## config.mk

```make
export PLATFORM = sky130hd
export DESIGN_NAME = glitch_clk_multi
export DESIGN_NICKNAME = d
export VERILOG_FILES = /design/src/rtl/glitch_clk_multi.sv
export SDC_FILE = /design/constraint.sdc
export NUM_CORES = 1
export LEC_CHECK = 0
export CELL_PAD_IN_SITES_DETAIL_PLACEMENT = 0
export CELL_PAD_IN_SITES_GLOBAL_PLACEMENT = 1
export CORE_UTILIZATION = 44
export DETAILED_ROUTE_END_ITERATION = 12
export PLACE_DENSITY = 0.95
export SLEW_MARGIN = 0
export SYNTH_ARGS = -nofsm -noshare
export SYNTH_HDL_FRONTEND = slang
export SYNTH_SLANG_ARGS = --single-unit
```

## constraint.sdc

```tcl
create_clock -name clk -period 8.51 [get_ports clk]
set_input_delay 0.851 -clock clk [delete_from_list [all_inputs] [get_ports clk]]
set_output_delay 0.851 -clock clk [all_outputs]
set_load 0.05 [all_outputs]
```

## src/rtl/glitch_clk_multi.sv

```systemverilog
// Multi-burst clock glitcher: injects fast clk cycles or drops target cycles on clk_o.
// Optional sequence counter enabled by defining GLITCH_COUNT_EN.
module glitch_clk_multi #(
    parameter int CNT_W      = 16,
    parameter int MAX_BURSTS = 8
) (
    input  logic             clk,
    input  logic             rst_n,
    input  logic             trig,
    input  logic             clean_target_clock,
    input  logic             mode,
    input  logic [CNT_W-1:0] delay,
    input  logic [CNT_W-1:0] width,
    input  logic [CNT_W-1:0] gap,
    input  logic [CNT_W-1:0] bursts,
    output logic             clk_o,
    output logic             busy,
    output logic             done,
    output logic [15:0]      glitch_count
);

    typedef enum logic [2:0] {
        ST_IDLE    = 3'd0,
        ST_DELAY   = 3'd1,
        ST_ACTIVE  = 3'd2,
        ST_GAP     = 3'd3,
        ST_RECOVER = 3'd4,
        ST_HOLD    = 3'd5
    } state_t;

    localparam logic [CNT_W-1:0] CNT_ZERO = {CNT_W{1'b0}};
    localparam logic [CNT_W-1:0] CNT_ONE  = {{(CNT_W-1){1'b0}}, 1'b1};
    localparam logic [CNT_W-1:0] CNT_MAX  = {CNT_W{1'b1}};
    localparam logic [CNT_W-1:0] BURST_MAX = CNT_W'(MAX_BURSTS);

    function automatic logic [CNT_W-1:0] sat_inc(input logic [CNT_W-1:0] v);
        if (v == CNT_MAX) begin
            return v;
        end else begin
            return v + CNT_ONE;
        end
    endfunction

    // True when the event being counted now is the lim-th one (lim=0 behaves as 1).
    function automatic logic reached(input logic [CNT_W-1:0] cnt, input logic [CNT_W-1:0] lim);
        return (sat_inc(cnt) >= lim);
    endfunction

    function automatic logic [CNT_W-1:0] clamp_bursts(input logic [CNT_W-1:0] b);
        if (b == CNT_ZERO) begin
            return CNT_ONE;
        end else if (b > BURST_MAX) begin
            return BURST_MAX;
        end else begin
            return b;
        end
    endfunction

    logic             sync1_r, sync2_r, sync3_r;
    logic             trig_d_r;
    state_t           state_r, state_s;
    logic             mode_r;
    logic [CNT_W-1:0] delay_r, width_r, gap_r;
    logic [CNT_W-1:0] bursts_left_r, bursts_left_s;
    logic [CNT_W-1:0] cnt_r, cnt_s;
    logic             busy_r, done_r, done_s;
    logic             latch_s;
    logic             gate_n_r;
    logic             clk_o_s;
    logic             edge_s;
    logic             trig_rise_s;
    state_t           burst_entry_s;

    assign edge_s        = sync2_r & ~sync3_r;
    assign trig_rise_s   = trig & ~trig_d_r;
    assign burst_entry_s = (width_r == CNT_ZERO) ? ST_RECOVER : ST_ACTIVE;

    // Target clock synchroniser and trig edge history.
    always_ff @(posedge clk or negedge rst_n) begin
        if (!rst_n) begin
            sync1_r  <= 1'b0;
            sync2_r  <= 1'b0;
            sync3_r  <= 1'b0;
            trig_d_r <= 1'b0;
        end else begin
            sync1_r  <= clean_target_clock;
            sync2_r  <= sync1_r;
            sync3_r  <= sync2_r;
            trig_d_r <= trig;
        end
    end

    // Next-state, counter and burst bookkeeping.
    always_comb begin
        state_s       = state_r;
        cnt_s         = cnt_r;
        bursts_left_s = bursts_left_r;
        latch_s       = 1'b0;
        done_s        = 1'b0;
        case (state_r)
            ST_IDLE: begin
                if (trig_rise_s) begin
                    latch_s = 1'b1;
                    cnt_s   = CNT_ZERO;
                    state_s = ST_DELAY;
                end else begin
                    state_s = ST_IDLE;
                end
            end
            ST_DELAY: begin
                if (edge_s && reached(cnt_r, delay_r)) begin
                    cnt_s   = CNT_ZERO;
                    state_s = burst_entry_s;
                end else if (edge_s) begin
                    cnt_s = sat_inc(cnt_r);
                end else begin
                    cnt_s = cnt_r;
                end
            end
            ST_ACTIVE: begin
                // Mode 0 counts fast clk cycles, mode 1 counts dropped target edges.
                if ((!mode_r || edge_s) && reached(cnt_r, width_r)) begin
                    cnt_s   = CNT_ZERO;
                    state_s = ST_RECOVER;
                end else if (!mode_r || edge_s) begin
                    cnt_s = sat_inc(cnt_r);
                end else begin
                    cnt_s = cnt_r;
                end
            end
            ST_RECOVER: begin
                if (edge_s && (bursts_left_r > CNT_ONE)) begin
                    cnt_s         = CNT_ZERO;
                    bursts_left_s = bursts_left_r - CNT_ONE;
                    state_s       = (gap_r == CNT_ZERO) ? burst_entry_s : ST_GAP;
                end else if (edge_s) begin
                    cnt_s         = CNT_ZERO;
                    bursts_left_s = CNT_ZERO;
                    done_s        = 1'b1;
                    state_s       = ST_HOLD;
                end else begin
                    state_s = ST_RECOVER;
                end
            end
            ST_GAP: begin
                if (edge_s && reached(cnt_r, gap_r)) begin
                    cnt_s   = CNT_ZERO;
                    state_s = burst_entry_s;
                end else if (edge_s) begin
                    cnt_s = sat_inc(cnt_r);
                end else begin
                    cnt_s = cnt_r;
                end
            end
            ST_HOLD: begin
                if (!trig) begin
                    state_s = ST_IDLE;
                end else begin
                    state_s = ST_HOLD;
                end
            end
            default: begin
                state_s = ST_IDLE;
                cnt_s   = CNT_ZERO;
            end
        endcase
    end

    // State, counters, latched configuration and status outputs.
    always_ff @(posedge clk or negedge rst_n) begin
        if (!rst_n) begin
            state_r       <= ST_IDLE;
            cnt_r         <= CNT_ZERO;
            bursts_left_r <= CNT_ZERO;
            mode_r        <= 1'b0;
            delay_r       <= CNT_ZERO;
            width_r       <= CNT_ZERO;
            gap_r         <= CNT_ZERO;
            busy_r        <= 1'b0;
            done_r        <= 1'b0;
        end else begin
            state_r <= state_s;
            cnt_r   <= cnt_s;
            busy_r  <= (state_s != ST_IDLE);
            done_r  <= done_s;
            if (latch_s) begin
                mode_r        <= mode;
                delay_r       <= delay;
                width_r       <= width;
                gap_r         <= gap;
                bursts_left_r <= clamp_bursts(bursts);
            end else begin
                bursts_left_r <= bursts_left_s;
            end
        end
    end

    // Fast-clock enable changes only while clk is low so injected pulses are never truncated.
    always_ff @(negedge clk or negedge rst_n) begin
        if (!rst_n) begin
            gate_n_r <= 1'b0;
        end else begin
            gate_n_r <= (state_r == ST_ACTIVE) && !mode_r;
        end
    end

    // Output clock selection.
    always_comb begin
        clk_o_s = clean_target_clock;
        case (state_r)
            ST_IDLE, ST_DELAY, ST_GAP, ST_HOLD: clk_o_s = clean_target_clock;
            ST_ACTIVE:  clk_o_s = mode_r ? 1'b0 : (clk & gate_n_r);
            ST_RECOVER: clk_o_s = clk & gate_n_r;
            default:    clk_o_s = clean_target_clock;
        endcase
    end

    assign clk_o = clk_o_s;
    assign busy  = busy_r;
    assign done  = done_r;

`ifdef GLITCH_COUNT_EN
    logic [15:0] glitch_cnt_r;

    // Completed-sequence counter, saturating.
    always_ff @(posedge clk or negedge rst_n) begin
        if (!rst_n) begin
            glitch_cnt_r <= 16'h0000;
        end else if (done_s && (glitch_cnt_r != 16'hFFFF)) begin
            glitch_cnt_r <= glitch_cnt_r + 16'h0001;
        end else begin
            glitch_cnt_r <= glitch_cnt_r;
        end
    end

    assign glitch_count = glitch_cnt_r;
`else
    assign glitch_count = 16'h0000;
`endif

endmodule

```

# [After elaboration in Yosys (flattened, before gate mapping)]
# Cells that the tools add are included.
[classes] addsub=2 n_lt_le_gt_ge=5 n_eq_ne=9 n_mux=35 bitwise=6 reduce_logical=16
[ops] cell="two-way mux 16 bit" n=17
[ops] cell="one-hot mux 16 bit (6 select lines)" n=1
[ops] cell=">= comparator 16 bit" n=3
[ops] cell="logical NOT 16 bit" n=3
[ops] cell="two-way mux 3 bit" n=7
[ops] cell="one-hot mux 3 bit (6 select lines)" n=1
[ops] cell="adder 16 x 1 -> 16 bit, second input constant" n=1
[ops] cell="equality test 16 bit, second input constant" n=1
[ops] cell="> comparator 16 x 1 -> 1 bit, second input constant" n=1
[ops] cell="> comparator 16 x 4 -> 1 bit, second input constant" n=1
[ops] cell="subtractor 16 x 1 -> 16 bit, second input constant" n=1
[ops] cell="two-way mux 1 bit" n=8
[ops] cell="equality test 3 x 2 -> 1 bit, second input constant" n=2
[ops] cell="equality test 3 bit, second input constant" n=2
[ops] cell="!= test 3 bit, second input constant" n=2
[ops] cell="nonzero test 3 bit" n=2
[ops] cell="logical AND 1 bit" n=5
[ops] cell="AND reduction 4 bit" n=1
[ops] cell="bitwise AND 1 bit" n=3
[ops] cell="equality test 3 x 1 -> 1 bit, second input constant" n=1
[ops] cell="logical NOT 3 bit" n=1
[ops] cell="inverter 1 bit" n=3
[ops] cell="!= test 2 bit, second input constant" n=1
[ops] cell="one-hot mux 1 bit (2 select lines)" n=1
[ops] cell="other kinds (4)" n=4
[word_totals] register_bits=91 output_inout_bits=19

# [Depth between registers and ports, before layout]
# Gate-level depths: netlist of the first run.
[depth] word_depth=8 depth_mapped=16

==> results.md, run 1 <==
* Postcts setup bufs at 0
* Status: complete, no violations
* CP required at 7.66 ns
* Starting Density at between 40% and 50%
* Most frequent cell on the critical path: clkbuf_16
* Slew Limit Fails at 0
* Gr ovfl total at 0
* Num rows at 41
* Seq cells post-synth at between 90 and 100
* DRC Markers at 0
* CP max stage delay at ~0.8 ns
* Cells along the critical path: nand2_1, clkbuf_16, clkbuf_16, nor3_1, a21oi_1, nor2_1, a221o_1, clkdlybuf4s50_1
* Final hold viol count at 0
* Startpoint Class: flop
* Drt pass-1 iters at 6
* Least-Margin Pin Slew at 0.8248 ns
* Core ar. at 12,620 um2
* Crit path capture type: output pin
* Final nets at 860
* Worst-path maximum fanout at 2
* # hold bufs at CTS at 0
* Hold WS at roughly 0.35 ns
* RSZ-0062 raised after global routing: no
* Layout cells sized above 1 at 5.898%
* CP Class: flop to output pin
* Met2 usage at between 30% and 40%
* Post-synthesis sequential area ratio at roughly 40%
* CP arrival at 6.85 ns
* Sw frac at 37.76%
* Met3 GRT Util at just under 6%
* Mapped cell area at around 5700 um2
* Post-Syn Area per Cell at 8.496 um2
* Finished Cell Area at roughly 7000 um2
* Mapped Cells at 668
* Lkg Pwr at 0.003158 uW
* Area Growth Syn to Fin at 23.74%
* Synth top area cells: dfrtp_1 (40%), ha_1 (11%), o21ai_0 (7.4%)
* Final ANT Viol Nets at 0
* Sw power at approximately 740 uW
* Die Ht at about 120 um
* Inserted Diodes at 0
* Top-area cell type share of the netlist area at 39.68%
* Delay-heaviest family, CP: buffers and inverters
* Flop pwr share at 35.3%
* Distinct cells, synth at 64
* Initial antenna violation count at 0
* Pwr Density at 278.7 nW/um2
* Post-Route Skew at 0.02510 ns
* Largest net degree at the start of global routing at 97
* Hold Path Class: input port to asynchronous set/reset pin
* Die width at 115.6 um
* CTS tree: done
* Final Wtd Congestion at ~0.82
* Ys flop type: dfrtp_1
* Slew headroom at 45.02%
* Vias at 5,183
* Critical-path top delay cell: clkdlybuf4s50_1
* Clk pwr share at 30.1%
* Pint at between 1000 and 1500 uW
* Drt wl/cell at roughly 16 um
* Number of global-route vias before repair at 5,116
* Clk_lat worst skew at 0.49 ns
* Final wirelength at 14,750 um
* Port bufs at 71
* Final setup fails at 0
* Area leader, netlist: dfrtp_1
* Async SR Flop Fraction at 100.0%
* Global-route wire length before repair at between 20,000 and 25,000 um
* Tot GR Track Use at 24.33%
* Max Cap Viol at 0
* Reg clk slew, reported paths at around 0.07 ns
* Met1 GRT Util at approximately a third
* I/O pins at 88
* Number of synthesized flops with an enable pin at 0
* Setup TNS at 0 ns
* Yosys warns at 0
* DRT iter0 DRCs at slightly below 400
* DP HPWL at 10,540 um
* CTS resizes at 0
* Vias per cell at about 5.6
* GR peak layer: met2
* DP Area at 6481 um2
* Comb pwr share at between 30% and 40%
* CP Buf/Inv Count at 3
* Worst vdd ir at around 0.17 mV
* DIE AREA at 13,360 um2
[area by class of cell]
| cell class | count | area (um2) |
|---|---|---|
| fill | 1153 | 5597 |
| sequential | 91 | 2277 |
| multi-input combinational | 497 | 3040 |
| timing repair buffer | 74 | 728.2 |
| inverter | 56 | 210.2 |
| tap | 172 | 215.2 |
| clock buffer | 22 | 503.0 |
| clock inverter | 6 | 48.80 |
[flip-flops by register name, indices dropped and copies added (netlist names), 3 cells and up]
register	flops
bursts_left_r	16
cnt_r	16
delay_r	16
gap_r	16
state_r	3
width_r	16
[layout by cell type (no fill, tap or decap), types with 13 or more instances in the layout]
cell type,n
nor3_1,13
o21ai_0,84
clkbuf_16,19
nor4_1,14
dfrtp_1,90
conb_1,16
nor2_1,38
clkdlybuf4s50_1,70
a21oi_1,29
nand3_1,19
nand2_1,110
inv_1,56
ha_1,51
[worst register-to-register path: stages (launching register included)]
cell     delay (ns)
dfrtp_1        0.56
nor2_1         0.17
nand2_1        0.20
nor2_1         0.07
[cells by family (layout without fill, tap and decap cells)]
group	after synthesis	count (layout)	share of synthesized area, %
compound gates	174	174	18.98
xor+xnor	9	9	1.389
fa+ha+maj	51	51	11.24
buf+inv	95	158	7.385
flops	91	91	40.12
mux	2	2	0.3748
other cells	1	16	0.06607
simple gates	245	245	20.44
[per-stage QoR]
step | total power, uW | std cells | setup WS [ns] | utilization, %
after floorplan | 1158 | 683 | 2.269 | -
after global placement | 1324 | 891 | 1.792 | 51.36
after global routing | 2096 | 918 | 0.7099 | 55.65
after detailed placement | 1367 | 891 | 1.792 | 51.36
final | 1957 | 918 | 0.8121 | 55.65
after CTS | 1961 | 918 | 0.7736 | 55.65
[metal layers]
layer  routed length [um]  vias up
li1                     -     2477
met1                 6576     2445
met2                 6737      220
met3                 1007       41
met4                  431        0
met5                    0        -
[synthesized netlist by cell type (all sizes together), types with 2 or more instances]
library cell	n
inv	56
or2	4
a211oi	4
nor2b	5
or3	4
o211ai	8
clkbuf	22
nor3	15
o41ai	4
a21oi	29
and4	3
a21o	3
ha	51
o31a	2
buf	17
o21a	2
and2	2
and3	4
o31ai	4
o22ai	4
xnor2	8
nand4	12
nor3b	2
nand2	110
a221o	3
o32ai	2
nand2b	8
a22o	6
o21ai	85
dfrtp	90
nor2	39
a31oi	3
nor4	16
nand3	19
o211a	2
o2111ai	3
[worst paths after layout]
check | start | to | slack (ns) | cells after the start
worst max-delay path | gate_n_r$_DFF_NN0_ | clk_o | 0.81 | 8
worst min-delay path | rst_n | gap_r[6]$_DFFE_PN0P_ | 0.35 | 1
worst max register to register | state_r[0]$_DFF_PN0_ | gate_n_r$_DFF_NN0_ | 3.12 | 3
worst min register to register | sync1_r$_DFF_PN0_ | sync2_r$_DFF_PN0_ | 0.35 | 0
max in group asynchronous | rst_n | gate_n_r$_DFF_NN0_ | 3.66 | 1
min in group clk | sync1_r$_DFF_PN0_ | sync2_r$_DFF_PN0_ | 0.35 | 0
[power groups by stage]
stage	Sequential (uW)	Clock (uW)	Combinational, uW
after global placement	686	13.0	625
after global routing	709	621	766
after CTS	689	601	671
after detailed placement	693	13.0	661
final	692	590	676
after floorplan	659	9.97	489
Note: power is estimated with default switching activity, not from simulation.
==> run 2, diff against run 1 <==
CORE_UTILIZATION = 52   (was 44)
DONT_BUFFER_PORTS = 1   (was unset)
==> results.md, run 2 (synthesized netlist as in run 1, its figures left out) <==
* Slew Limit Fails at 0 (unchanged)
* RSZ-0062 raised after global routing: no
* Setup TNS at 0 ns (unchanged)
* Global-route wire length before repair at 21,910 um (-10%)
* Port bufs at 0 (-100%)
* Crit path capture type: output pin
* Met1 WL at 5982 um (-9.0%)
* Pwr Density at 284.6 nW/um2 (+2.1%)
* Drt wl/cell at 16.47 um (+2.5%)
* Status: complete, no violations
* Inserted Diodes at 0 (unchanged)
* Initial antenna violation count at 0 (unchanged)
* Core ar. at 10,460 um2 (-17%)
* Final wirelength at 13,360 um (-9.5%)
* Starting Density at 54.25% (+9.3 points)
* Layout cells sized above 1 at 6.370% (+0.47 points)
* Reg clk slew, reported paths at 0.09 ns (+0.02 ns)
* DRC Markers at 0 (unchanged)
* Lkg Pwr at 0.002801 uW (-11%)
* DRT iter0 DRCs at 316 (-20%)
* Layout Cells excl Fill at 811 (-12%)
* Post-Route Skew at 0.01631 ns (-0.008793 ns)
* Setup ws final at 1.429 ns (+0.6169 ns)
* Final Wtd Congestion at 0.8616 (+5.1%)
* CTS tree: done
* CP Class: flop to output pin
* Fill cells at 926 (-20%)
* CTS resizes at 0 (unchanged)
* CP required at 7.66 ns (about the same)
* Drt pass-1 iters at 5 (-1)
* Num rows at 37 (-9.8%)
* Clk_lat worst skew at 0.50 ns (about the same)
* Least-Margin Pin Slew at 0.8628 ns (+0.03806 ns)
* CP arrival at 6.23 ns (-0.62 ns)
* Wire length on met2 at 6252 um (-7.2%)
* Gr ovfl total at 0 (unchanged)
* Final hold viol count at 0 (unchanged)
* Routed wl met3 at 783 um (-22%)
* Largest net degree at the start of global routing at 92 (-5.2%)
* Pre-CTS setup slack at 2.249 ns (+0.4570 ns)
* DIE AREA at 11,340 um2 (-15%)
* Slew headroom at 42.36% (-2.7 points)
* Worst-path maximum fanout at 2 (unchanged)
* Postcts setup bufs at 0 (unchanged)
* Final ANT Viol Nets at 0 (unchanged)
* DP HPWL at 9726 um (-7.7%)
* Most common cell after layout, fill and taps aside: nand2_1
* I/O pins at 88 (unchanged)
* Worst vdd ir at 0.1432 mV (-14%)
* Vias at 4,800 (-7.4%)
* Final nets at 789 (-8.3%)
* Final setup fails at 0 (unchanged)
* # hold bufs at CTS at 0 (unchanged)
* Startpoint Class: flop
* Area Growth Syn to Fin at 7.165%
* Number of global-route vias before repair at 4,686 (-8.4%)
* Max Cap Viol at 0 (unchanged)
* Hold Path Class: input port to asynchronous set/reset pin
* Commonest non-fill, non-tap cells in the layout: nand2_1 (110), dfrtp_1 (90), o21ai_0 (84)
* Die width at 106.5 um (-7.9%)
* Vias per cell at 5.919 (+4.8%)
* Die Ht at 106.5 um (-7.9%)
* Tot GR Track Use at 25.29% (+0.96 points)
* Max layer used: met4
* Placed Instances at 784 (-12%)
## run 2: cell types whose count changed in the layout (fill, tap and decap cells not counted), sizes merged
cell	before	now
clkinv	1	2
buf	5	4
inv	58	56
bufinv	0	1
clkinvlp	3	1
clkbuf	21	23
clkdlybuf4s50	70	0
## run 2: critical path, cell delays in order (launching register included)
cell      delay, ns
dfrtn_1        0.42
nand2_1        0.06
clkbuf_8       0.13
clkbuf_8       0.12
o41ai_1        0.23
a221o_1        0.53
## run 2: layout make-up
| type | count | area [um2] | share of cell area (%) |
|---|---|---|---|
| clock buffers | 23 | 306.5 | 5.040 |
| clock inverters | 4 | 47.55 | 0.7817 |
| inverters | 56 | 210.2 | 3.456 |
| multi-input cells | 497 | 3040 | 49.99 |
| flip-flops and latches | 91 | 2277 | 37.44 |
| well taps | 136 | 170.2 | 2.798 |
| repair buffers | 4 | 30.03 | 0.4937 |
## run 2: final timing paths
| path | startpoint | endpoint | slack, ns | depth (start not counted) |
|---|---|---|---|---|
| min reg2reg | sync1_r$_DFF_PN0_ | sync2_r$_DFF_PN0_ | 0.36 | 0 |
| max reg2reg | state_r[0]$_DFF_PN0_ | gate_n_r$_DFF_NN0_ | 3.15 | 3 |
| max | gate_n_r$_DFF_NN0_ | clk_o | 1.43 | 5 |
| min | rst_n | width_r[9]$_DFFE_PN0P_ | 0.04 | 0 |
| max in group asynchronous | rst_n | gate_n_r$_DFF_NN0_ | 4.11 | 0 |
| min in group clk | sync1_r$_DFF_PN0_ | sync2_r$_DFF_PN0_ | 0.36 | 0 |
## run 2: routing by layer
metal	track usage (%)	up-vias
met5	0	-
met4	12.82	0
met3	5.702	28
met2	40.68	175
met1	31.93	2273
li1	-	2324
## run 2: where the power goes
group          internal (uW)  switching, uW  total, uW
clock                    240            186        426
combinational            237            380        617
sequential               579            109        688
total                   1060            675       1730
## run 2: through the flow
stage / utilization, % / total power (uW) / cell area (um2) / hold slack (ns)
floorplan: - / 1158 / 5732 / 0.3312
global placement: 54.75 / 1276 / 5728 / 0.3340
detailed placement: 54.75 / 1317 / 5728 / 0.3464
CTS: 58.13 / 1736 / 6082 / 0.02758
global route: 58.13 / 1868 / 6082 / 0.02211
finish: 58.13 / 1731 / 6082 / 0.04214
